`config.mk`:
```
export PLATFORM = sky130hd
export DESIGN_NAME = ca_correlator
export DESIGN_NICKNAME = d
export VERILOG_FILES = /design/src/rtl/ca_pkg.sv /design/src/rtl/ca_accum_lane.sv /design/src/rtl/ca_correlator.sv
export SDC_FILE = /design/constraint.sdc
export NUM_CORES = 1
export LEC_CHECK = 0
export ABC_AREA = 1
export CAP_MARGIN = 20
export CORE_ASPECT_RATIO = 0.9
export CORE_MARGIN = 3
export CORE_UTILIZATION = 50
export DETAILED_ROUTE_END_ITERATION = 7
export PLACE_DENSITY = 0.71
export REMOVE_ABC_BUFFERS = 1
export SLEW_MARGIN = 20
export SYNTH_ARGS = -nofsm -noshare
export SYNTH_HDL_FRONTEND = slang
export SYNTH_SLANG_ARGS = --single-unit
```
`constraint.sdc`:
```
create_clock -name clk -period 6.2 [get_ports clk]
set_input_delay 1.86 -clock clk [delete_from_list [all_inputs] [get_ports clk]]
set_output_delay 1.86 -clock clk [all_outputs]
set_load 0.01 [all_outputs]
```
`src/rtl/ca_pkg.sv`:
```
// Shared constants, output-register states and the chip-sign helper for the C/A correlator.
package ca_pkg;

    localparam int unsigned CA_LEN    = 1023;
    localparam int unsigned CS_W      = 10;
    localparam int unsigned CNT_W     = 11;
    localparam int unsigned NUM_TAPS  = 3;
    localparam int unsigned MAX_ACC_W = 32;

    localparam int unsigned TAP_EARLY  = 0;
    localparam int unsigned TAP_PROMPT = 1;
    localparam int unsigned TAP_LATE   = 2;

    // Prompt chip index 0 lines up with this generator index.
    localparam logic [CS_W-1:0] EPOCH_IDX = 10'd1;

    typedef enum logic {
        S_EMPTY = 1'b0,
        S_FULL  = 1'b1
    } out_state_e;

    // Chip 0 -> +sample, chip 1 -> -sample; sample arrives already sign-extended
    // to the wide type, so negating the most negative input cannot wrap.
    function automatic logic signed [MAX_ACC_W-1:0] chip_sign(
        input logic                        chip,
        input logic signed [MAX_ACC_W-1:0] sample_ext
    );
        return chip ? -sample_ext : sample_ext;
    endfunction

endpackage

```
`src/rtl/ca_accum_lane.sv`:
```
// One signed correlation accumulator: sums chip-signed samples, restarting on each epoch boundary.
module ca_accum_lane
    import ca_pkg::*;
#(
    parameter int unsigned SAMPLE_W = 3,
    parameter int unsigned ACC_W    = SAMPLE_W + 10
) (
    input  logic                       clk,
    input  logic                       reset,
    input  logic                       code_bit_i,
    input  logic signed [SAMPLE_W-1:0] sample_i,
    input  logic                       valid_i,
    input  logic                       load_i,
    output logic signed [ACC_W-1:0]    sum_o
);

    logic signed [ACC_W-1:0] prod;
    logic signed [ACC_W-1:0] acc_d;
    logic signed [ACC_W-1:0] acc_q;

    // Product of this cycle; a boundary starts the new epoch with it instead of adding.
    always_comb begin
        prod = '0;
        if (valid_i) begin
            prod = ACC_W'(chip_sign(code_bit_i, MAX_ACC_W'(sample_i)));
        end
        acc_d = load_i ? prod : (acc_q + prod);
    end

    // Accumulator register.
    always_ff @(posedge clk) begin
        if (!reset) begin
            acc_q <= '0;
        end else begin
            acc_q <= acc_d;
        end
    end

    // At a boundary cycle this holds the complete total of the epoch just ended.
    assign sum_o = acc_q;

endmodule

```
`src/rtl/ca_correlator.sv`:
```
// Early/prompt/late C/A code correlator with per-epoch dump register and valid/ready handshake.
module ca_correlator
    import ca_pkg::*;
#(
    parameter int unsigned SAMPLE_W = 3,
    parameter int unsigned ACC_W    = SAMPLE_W + 10
) (
    input  logic                       clk,
    input  logic                       reset,
    input  logic                       ca_bit,
    input  logic [CS_W-1:0]            code_shift,
    input  logic                       sample_valid,
    input  logic signed [SAMPLE_W-1:0] i_sample,
    input  logic signed [SAMPLE_W-1:0] q_sample,
    output logic signed [ACC_W-1:0]    dump_ie,
    output logic signed [ACC_W-1:0]    dump_qe,
    output logic signed [ACC_W-1:0]    dump_ip,
    output logic signed [ACC_W-1:0]    dump_qp,
    output logic signed [ACC_W-1:0]    dump_il,
    output logic signed [ACC_W-1:0]    dump_ql,
    output logic [CNT_W-1:0]           dump_count,
    output logic                       dump_valid,
    input  logic                       dump_ready,
    output logic                       overrun
);

    // A full epoch of extreme samples must fit in the accumulator and the helper's width.
    if ((ACC_W < SAMPLE_W + $clog2(CA_LEN + 1)) || (ACC_W > MAX_ACC_W)) begin : g_acc_w_check
        $error("ca_correlator: ACC_W out of range");
    end

    logic                    ca_d1_q, ca_d2_q;
    logic                    armed_q, armed_d;
    logic                    overrun_q, overrun_d;
    logic [CNT_W-1:0]        cnt_q, cnt_d;
    out_state_e              state_q, state_d;
    logic                    boundary;
    logic                    offer;
    logic                    load_dump;
    logic [NUM_TAPS-1:0]     tap_chip;
    logic signed [ACC_W-1:0] sum_i [NUM_TAPS];
    logic signed [ACC_W-1:0] sum_q [NUM_TAPS];
    logic signed [ACC_W-1:0] dump_i_q [NUM_TAPS];
    logic signed [ACC_W-1:0] dump_q_q [NUM_TAPS];
    logic [CNT_W-1:0]        dump_cnt_q;

    assign boundary = (code_shift == EPOCH_IDX);
    assign offer    = boundary && armed_q;
    assign tap_chip = {ca_d2_q, ca_d1_q, ca_bit};

    // Six lanes: early/prompt/late replica against I and Q.
    for (genvar t = 0; t < NUM_TAPS; t++) begin : g_tap
        ca_accum_lane #(
            .SAMPLE_W (SAMPLE_W),
            .ACC_W    (ACC_W)
        ) u_lane_i (
            .clk        (clk),
            .reset      (reset),
            .code_bit_i (tap_chip[t]),
            .sample_i   (i_sample),
            .valid_i    (sample_valid),
            .load_i     (boundary),
            .sum_o      (sum_i[t])
        );

        ca_accum_lane #(
            .SAMPLE_W (SAMPLE_W),
            .ACC_W    (ACC_W)
        ) u_lane_q (
            .clk        (clk),
            .reset      (reset),
            .code_bit_i (tap_chip[t]),
            .sample_i   (q_sample),
            .valid_i    (sample_valid),
            .load_i     (boundary),
            .sum_o      (sum_q[t])
        );
    end

    // Valid-sample counter and arming; the first boundary after reset only arms.
    always_comb begin
        cnt_d   = boundary ? CNT_W'(sample_valid) : (cnt_q + CNT_W'(sample_valid));
        armed_d = armed_q | boundary;
    end

    // Output register next state: load, hold, drain or drop-with-overrun.
    always_comb begin
        state_d   = state_q;
        load_dump = 1'b0;
        overrun_d = overrun_q;
        case (state_q)
            S_EMPTY: begin
                if (offer) begin
                    load_dump = 1'b1;
                    state_d   = S_FULL;
                end
            end
            S_FULL: begin
                if (offer) begin
                    if (dump_ready) begin
                        load_dump = 1'b1;
                    end else begin
                        overrun_d = 1'b1;
                    end
                end else if (dump_ready) begin
                    state_d = S_EMPTY;
                end
            end
            default: state_d = S_EMPTY;
        endcase
    end

    // Control state: delay line, counter, arming, handshake state and sticky overrun.
    always_ff @(posedge clk) begin
        if (!reset) begin
            ca_d1_q   <= 1'b0;
            ca_d2_q   <= 1'b0;
            cnt_q     <= '0;
            armed_q   <= 1'b0;
            overrun_q <= 1'b0;
            state_q   <= S_EMPTY;
        end else begin
            ca_d1_q   <= ca_bit;
            ca_d2_q   <= ca_d1_q;
            cnt_q     <= cnt_d;
            armed_q   <= armed_d;
            overrun_q <= overrun_d;
            state_q   <= state_d;
        end
    end

    // Held dump payload; only changes when a new epoch is accepted into the register.
    always_ff @(posedge clk) begin
        if (!reset) begin
            for (int k = 0; k < NUM_TAPS; k++) begin
                dump_i_q[k] <= '0;
                dump_q_q[k] <= '0;
            end
            dump_cnt_q <= '0;
        end else if (load_dump) begin
            for (int k = 0; k < NUM_TAPS; k++) begin
                dump_i_q[k] <= sum_i[k];
                dump_q_q[k] <= sum_q[k];
            end
            dump_cnt_q <= cnt_q;
        end
    end

    assign dump_ie    = dump_i_q[TAP_EARLY];
    assign dump_qe    = dump_q_q[TAP_EARLY];
    assign dump_ip    = dump_i_q[TAP_PROMPT];
    assign dump_qp    = dump_q_q[TAP_PROMPT];
    assign dump_il    = dump_i_q[TAP_LATE];
    assign dump_ql    = dump_q_q[TAP_LATE];
    assign dump_count = dump_cnt_q;
    assign dump_valid = (state_q == S_FULL);
    assign overrun    = overrun_q;

endmodule

```
==> metrics list, run 1 <==
- The run finished with clean final reports.
- Post-detailed-route wirelength per cell: 13.8 µm
- Headroom to the max-slew limit came out at 0.302.
- After detailed routing, the total wire length is 27700 µm.
- Most used flip-flop cell after synthesis: dfxtp_1
- Ports placed on the boundary: 112
- The first global-routing pass estimated 45900 µm of wire.
- Total negative slack for setup checks: 0 ps
- The initial antenna violation count was 0.
- HPWL after DPL: 19600 µm
* Count of maximum capacitance violations: 0
- The number of hold-slack violations in the final timing report was 0.
* Top cells by count, synth: nand2_1, inv_1, nor2_1, nand3_1, a21oi_1
- Vias in the first global route: 9501
- Share of the synthesized area in the top cell type: 0.208
* Cell-by-cell listing of the critical path: clkdlybuf4s50_1 > inv_1 > nor2_1 > inv_1 > a21oi_1 > ha_1 > nand2_1 > nand3_1 > nand2_1 > nand2_1 > or2_2 > nand3_1 > a21oi_1
* Cell area power density: 264 mW/mm²
- GRT Resource Usage Total: 0.234
- Shortest period the worst path allows: 4540 ps
- Number of core rows: 51
- TritonCTS created 17 clock buffers.
* Worst slew pin tran: 1040 ps
* Final global-route overflow total: 0
- The worst setup path is captured at a register.
- Share of synthesized flip-flops with an asynchronous set or reset: 0
* Worst setup margin: 1660 ps
- From left edge to right edge, the die measures 164 µm.
- The H-tree generated during clock tree synthesis spans 4 levels.
* Critical path type: in2reg
* Clock tree from TritonCTS: done
* Diode count: 0
- After synthesis the netlist holds a flip-flop and latch count of 183.
* Clock skew after layout: 10.1 ps
- WP data arrival: 4820 ps
* Number of fill cells: 2019
* Fraction of the yosys area taken by sequential cells: 0.394
- Die Span Y: 148 µm
- Root buffer cell: clkbuf_16
* Count of unique library cells instantiated by Yosys: 31
- EDFF count, synth: 78
- After clock tree synthesis, the clock-pin slew on the worst setup and hold paths is 70 ps.
* Cts repair resizes: 0
* Routability congestion estimate from global placement: 0.938
* Final setup violation count: 0
- Timing-limited maximum frequency: 220 MHz
* Total iterations of the first detailed-routing run: 6
* Placeable core region: 0.0219 mm²
* Fraction of layout cells with a size suffix above 1: 0.0357
- Area delta synth->final: 17.7%
- On the worst path, the slowest cell contributes a delay of 570 ps.
* Post-CTS setup-driven buffer insertion count: 0
* Setup repair after global routing missed its margin: false
- The longest clock path from root to sink contains 2 buffers.
- Summing every instance area after synthesis gives 0.0113 mm².
- The largest individual stage delay along the critical path comes from the cell clkdlybuf4s50_1.
* Number of sinks driven by the clock tree: 183
- Number of warnings reported in the yosys synthesis log: 0
* Dominant cell by count in the synthesized netlist: nand2_1
- Pins over their slew limit: 0
* Largest area contributor in the synthesized netlist: edfxtp_1
- After synthesis, the cell types taking the most area are edfxtp_1, dfxtp_1, nand2_1.
- In this run the static leakage power is 6.64 nW.
- Of the available clock period, the critical path in the final layout requires 0.732.
* Worst-skew pair later-pin latency: 440 ps
- Hold Crit Class: reg2reg
* Startpoint class of the critical path: input port
* Cell repeated most along the worst path: nand2_1
- CP Max Fanout: 13
- The final route contains 10.1k vias.
- The detail route stage leaves a number of antenna-violating nets equal to 0.
* Maximum number of pins on one net before global-route repair: 90
* Worst endpoint required time: 6480 ps
- Starting DRC count in detailed routing: 690
* Initial cell density of the core: 0.515
- Input/output buffers: 111
- Maximum resistive drop on vdd: 0.000190 V
- Average cell area after synthesis: 7.07 µm²
- For this run, the post-layout net count is 1805.
- DR vias/cell: 5.02
* Number of hold buffers added after CTS: 0
* DRC errors left: 0
- The die covers 0.0244 mm².
- OpenSTA, run right after detailed placement, puts the worst setup slack at 1320 ps.
- Instance count of the mapped netlist: 1594
## final cells by class
class,instances,area [µm²],share of cell area
multi-input cells,1050,5460,0.412
repair buffers,118,1160,0.0878
inverters,328,1230,0.0929
clock buffers,20,500,0.0378
clock inverters,12,93.8,0.00708
well taps,291,364,0.0275
flip-flops and latches,183,4440,0.335
## worst max-delay path, delay by kind of cell
kind | cells | cell delay, ps
adders and majority gates | 1 | 400
buffers and inverters | 3 | 920
AOI/OAI and AO/OA | 2 | 550
and+or+nand+nor | 7 | 1060
## power by group
part / internal, mW / total, mW / switching [mW]
Combinational: 0.364 / 0.941 / 0.576
Sequential: 1.37 / 1.45 / 0.0738
Clock: 0.597 / 1.11 / 0.512
Total: 2.33 / 3.50 / 1.16
## registers in the layout, summed over array words and instances, names as in the netlist, 11 cells and up
signal,flops
cnt_q,11
dump_count,11
dump_i_q,39
dump_q_q,39
g_tap.u_lane_i.sum_o,39
g_tap.u_lane_q.sum_o,39
## cells in the final DEF (no fill, tap or decap)
| cell | netlist | routed |
|---|---|---|
| nand2_1 | 438 | 437 |
| inv_1 | 324 | 324 |
| nor2_1 | 157 | 157 |
| nand3_1 | 123 | 123 |
| a21oi_1 | 115 | 115 |
| clkdlybuf4s50_1 | 0 | 111 |
| dfxtp_1 | 105 | 105 |
| ha_1 | 80 | 80 |
| edfxtp_1 | 78 | 78 |
| xor2_1 | 34 | 34 |
| nand4_1 | 30 | 30 |
| clkbuf_16 | 0 | 20 |
| o21ai_0 | 16 | 16 |
| nor3_1 | 10 | 10 |
| nor2_2 | 10 | 10 |
| a211oi_1 | 7 | 7 |
| buf_4 | 0 | 7 |
| or2_2 | 6 | 6 |
| o21bai_1 | 6 | 6 |
| fa_1 | 6 | 6 |
| inv_4 | 0 | 5 |
| inv_6 | 0 | 4 |
| nor4_1 | 3 | 3 |
| inv_2 | 2 | 2 |
| clkinv_1 | 2 | 2 |
| o21a_1 | 2 | 2 |
| o21ai_1 | 2 | 2 |
| inv_8 | 0 | 2 |
| and3_1 | 1 | 1 |
| nand2_2 | 1 | 1 |
| nor2_4 | 1 | 1 |
| nand2_4 | 0 | 1 |
| nand3_4 | 0 | 1 |
| a21o_1 | 1 | 1 |
| clkinv_2 | 0 | 1 |
## through the flow
stage | total power [mW] | utilization | cells | cell area [µm²] | hold slack, ps
6_report | 3.50 | 0.606 | 2002 | 13300 | 455
5_1_grt | 3.72 | 0.606 | 2002 | 13300 | 483
4_1_cts | 3.50 | 0.606 | 2002 | 13300 | 456
3_5_place_dp | 2.39 | 0.579 | 1970 | 12700 | 446
3_3_place_gp | 2.38 | 0.579 | 1970 | 12700 | 442
2_1_floorplan | 2.15 | - | 1561 | 11100 | 439
## metal layers
layer	vias to the layer above	routed length (µm)	GRT usage
li1	5213	-	-
met1	4555	12800	0.315
met3	29	1510	0.0429
met2	259	13100	0.394
met4	0	284	0.0533
met5	-	0	0
## cell families after synthesis
logic type	Yosys count	synth area share
adders and majority gates	86	0.0995
buffers and inverters	361	0.122
DFF	183	0.394
and+or+nand+nor	781	0.288
xor gates and xnor gates	34	0.0264
AOI/OAI and AO/OA	149	0.0697
## worst paths after layout
kind / from / endpoint / slack [ps] / cells after the start
worst min register to register: overrun$_SDFFE_PN0P_ / overrun$_SDFFE_PN0P_ / 460 / 2
worst max-delay path: sample_valid / g_tap[0].u_lane_q.sum_o[6]$_SDFF_PN0_ / 1660 / 13
worst max register to register: ca_d2_q$_SDFF_PN0_ / g_tap[2].u_lane_i.sum_o[6]$_SDFF_PN0_ / 3350 / 14
worst min-delay path: overrun$_SDFFE_PN0P_ / overrun$_SDFFE_PN0P_ / 460 / 2
Power figures use the tool's default switching activity.
==> run 2, diff against run 1 <==
==> constraint.sdc (replaced) <==
create_clock -name clk -period 4.2 [get_ports clk]
set_input_delay 1.26 -clock clk [delete_from_list [all_inputs] [get_ports clk]]
set_output_delay 1.26 -clock clk [all_outputs]
set_load 0.01 [all_outputs]
==> run 2 against run 1 <==
Net effect:
- clock power rose by 44%
- hold slack improved by 4.2 ps
- sequential power up 47%
- count of clock-buffer cells in the layout is 2 lower
- die area is the same
- register-to-register slack lost 1800 ps
- worst setup slack worse by 1000 ps
- flip-flop and latch count unchanged
- critical path type unchanged
- largest power group unchanged
==> metrics list, run 2 (synthesized netlist as in run 1, its figures left out) <==
- The detailed router finished its first iteration with 586 violations.
* Antenna Nets Post-Route: 0
- TritonCTS Buffers: 17
* Most frequent standard cell in the layout excluding fill and tap cells: nand2_1
* Leakage component of the power: 6.70 nW
- Measured along the x axis, the die boundary spans 164 µm.
- Number of sinks driven by the clock tree: 183
* Fraction of layout cells with a size suffix above 1: 0.0412
* Total negative slack for setup checks: 0 ps
* Worst endpoint required time: 4570 ps
- Root buffer cell: clkbuf_16
- First-pass GRT wire length: 45600 µm
- Total iterations of the first detailed-routing run: 5
- Vias in the first global route: 9494
* Power consumption: 5.12 mW
- Number of hold buffers added after CTS: 0
- Initial cell density of the core: 0.515
- Post-CTS clock slew at the launch and capture registers of the worst setup and hold paths: 70 ps
- Post-detailed-route wirelength per cell: 13.6 µm
* Cts repair resizes: 0
* Clock skew after layout: 14.1 ps
- Static timing analysis puts the maximum clock frequency at 279 MHz.
* Cell area power density: 382 mW/mm²
- The run finished with clean final reports.
- Pins over their slew limit: 0
* Number of core rows: 51
- GRT Resource Usage Total: 0.230
* Input/output buffers: 111
- Setup repair after global routing left no endpoint under its margin.
- The H-tree generated during clock tree synthesis spans 4 levels.
- Total Die Area: 0.0244 mm²
- Shortest period the worst path allows: 3580 ps
* Final net count: 1818
- The slowest stage of the critical path is the clkdlybuf4s50_1 cell.
* Final WL: 27300 µm
- Clock tree from TritonCTS: done
- STA classifies the critical path endpoint as a register.
- Final setup violation count: 0
* Ports placed on the boundary: 112
* Die Span Y: 148 µm
- In the finished design, the share of the clock period the worst path needs comes to 0.853.
- Worst rel slew slack: 0.677
* HPWL after DPL: 20100 µm
- Cell-by-cell listing of the critical path: clkdlybuf4s50_1 > inv_1 > ha_1 > nor2_1 > nor3_1 > inv_1 > fa_1 > inv_1 > nand3_1 > nand2_1 > nand2_1 > nand2_1 > xor2_1 > nand2_1 > a21oi_1
* Reg2reg setup slack: 1530 ps
* Final worst hold slack: 459 ps
* Count of maximum capacitance violations: 0
* Post-CTS setup-driven buffer insertion count: 0
- Routability congestion estimate from global placement: 0.900
- In this design, the stage delay of the slowest critical-path cell is 530 ps.
- Vias after detailed routing: 10.1k
* Worst setup margin: 616 ps
* CP Max Fanout: 4
- From synthesis to final layout, the design area changed by 18.9%.
- DR vias/cell: 5.01
- For the pin with the worst max-slew slack, the measured transition is 480 ps.
- The total area inside the core boundary comes to 0.0219 mm².
- At the worst endpoint, the arrival time is 3950 ps.
- Antenna violations before repair: 2
* DRC errors left: 0
* Worst slack, placed: 181 ps
* Critical path type: in2reg
- The cell that appears most often on the critical path is nand2_1.
- After global routing the overflow that remains totals 0.
- The number of hold-slack violations in the final timing report came to 0.
* Clk buf depth: 2
- Startpoint class of the critical path: input port
- Commonest non-fill, non-tap cells in the layout: nand2_1, inv_1, nor2_1, nand3_1, a21oi_1
- In this run the worst hold path is classified as reg2reg.
- The later pin in the worst-skew pair is clocked with a latency of 440 ps.
- Entering global routing, the biggest net connects 90 pins.
* Maximum resistive drop on vdd: 0.000268 V
==> run 2: path summary, 6_finish.rpt <==
check / from / to / cells after the start
hold / removal: overrun$_SDFFE_PN0P_ / overrun$_SDFFE_PN0P_ / 2
setup / recovery: i_sample[1] / g_tap[2].u_lane_i.sum_o[8]$_SDFF_PN0_ / 15
setup reg to reg: ca_d2_q$_SDFF_PN0_ / g_tap[2].u_lane_i.sum_o[6]$_SDFF_PN0_ / 14
hold reg to reg: overrun$_SDFFE_PN0P_ / overrun$_SDFFE_PN0P_ / 2
==> run 2: cell type report <==
cell class,count,area [µm²]
clock buffers,18,429
well taps,291,364
multi-input cells,1050,5460
fillers,2002,8490
repair buffers,131,1310
inverters,328,1230
flip-flops and latches,183,4440
diodes,2,5.00
clock inverters,14,149
==> run 2: critical path: cells and delay by family <==
kind | cells | cell delay [ps]
AND/OR/NAND/NOR | 7 | 840
buffers and inverters | 4 | 830
adder cells (fa/ha/maj) | 2 | 760
XOR/XNOR | 1 | 150
AO/OA/AOI/OAI | 1 | 120
==> run 2: routing by layer <==
layer | GRT usage | vias up | part of all wire
met1 | 0.304 | 4602 | 0.46
met4 | 0.0562 | 2 | 0.015
met2 | 0.389 | 221 | 0.47
met3 | 0.0462 | 40 | 0.053
met5 | 0 | - | 0.00048
li1 | - | 5233 | -
==> run 2: power breakdown <==
group / switching [mW] / total (mW) / internal [mW]
combinational: 0.844 / 1.39 / 0.550
clock: 0.715 / 1.60 / 0.883
sequential: 0.101 / 2.13 / 2.03
==> run 2: metrics by stage <==
step	util	instance area (µm²)	cells
3_5_place_dp	0.585	12800	1983
3_3_place_gp	0.585	12800	1983
6_report	0.612	13400	2017
2_1_floorplan	-	11100	1561
4_1_cts	0.612	13400	2015
5_1_grt	0.612	13400	2016
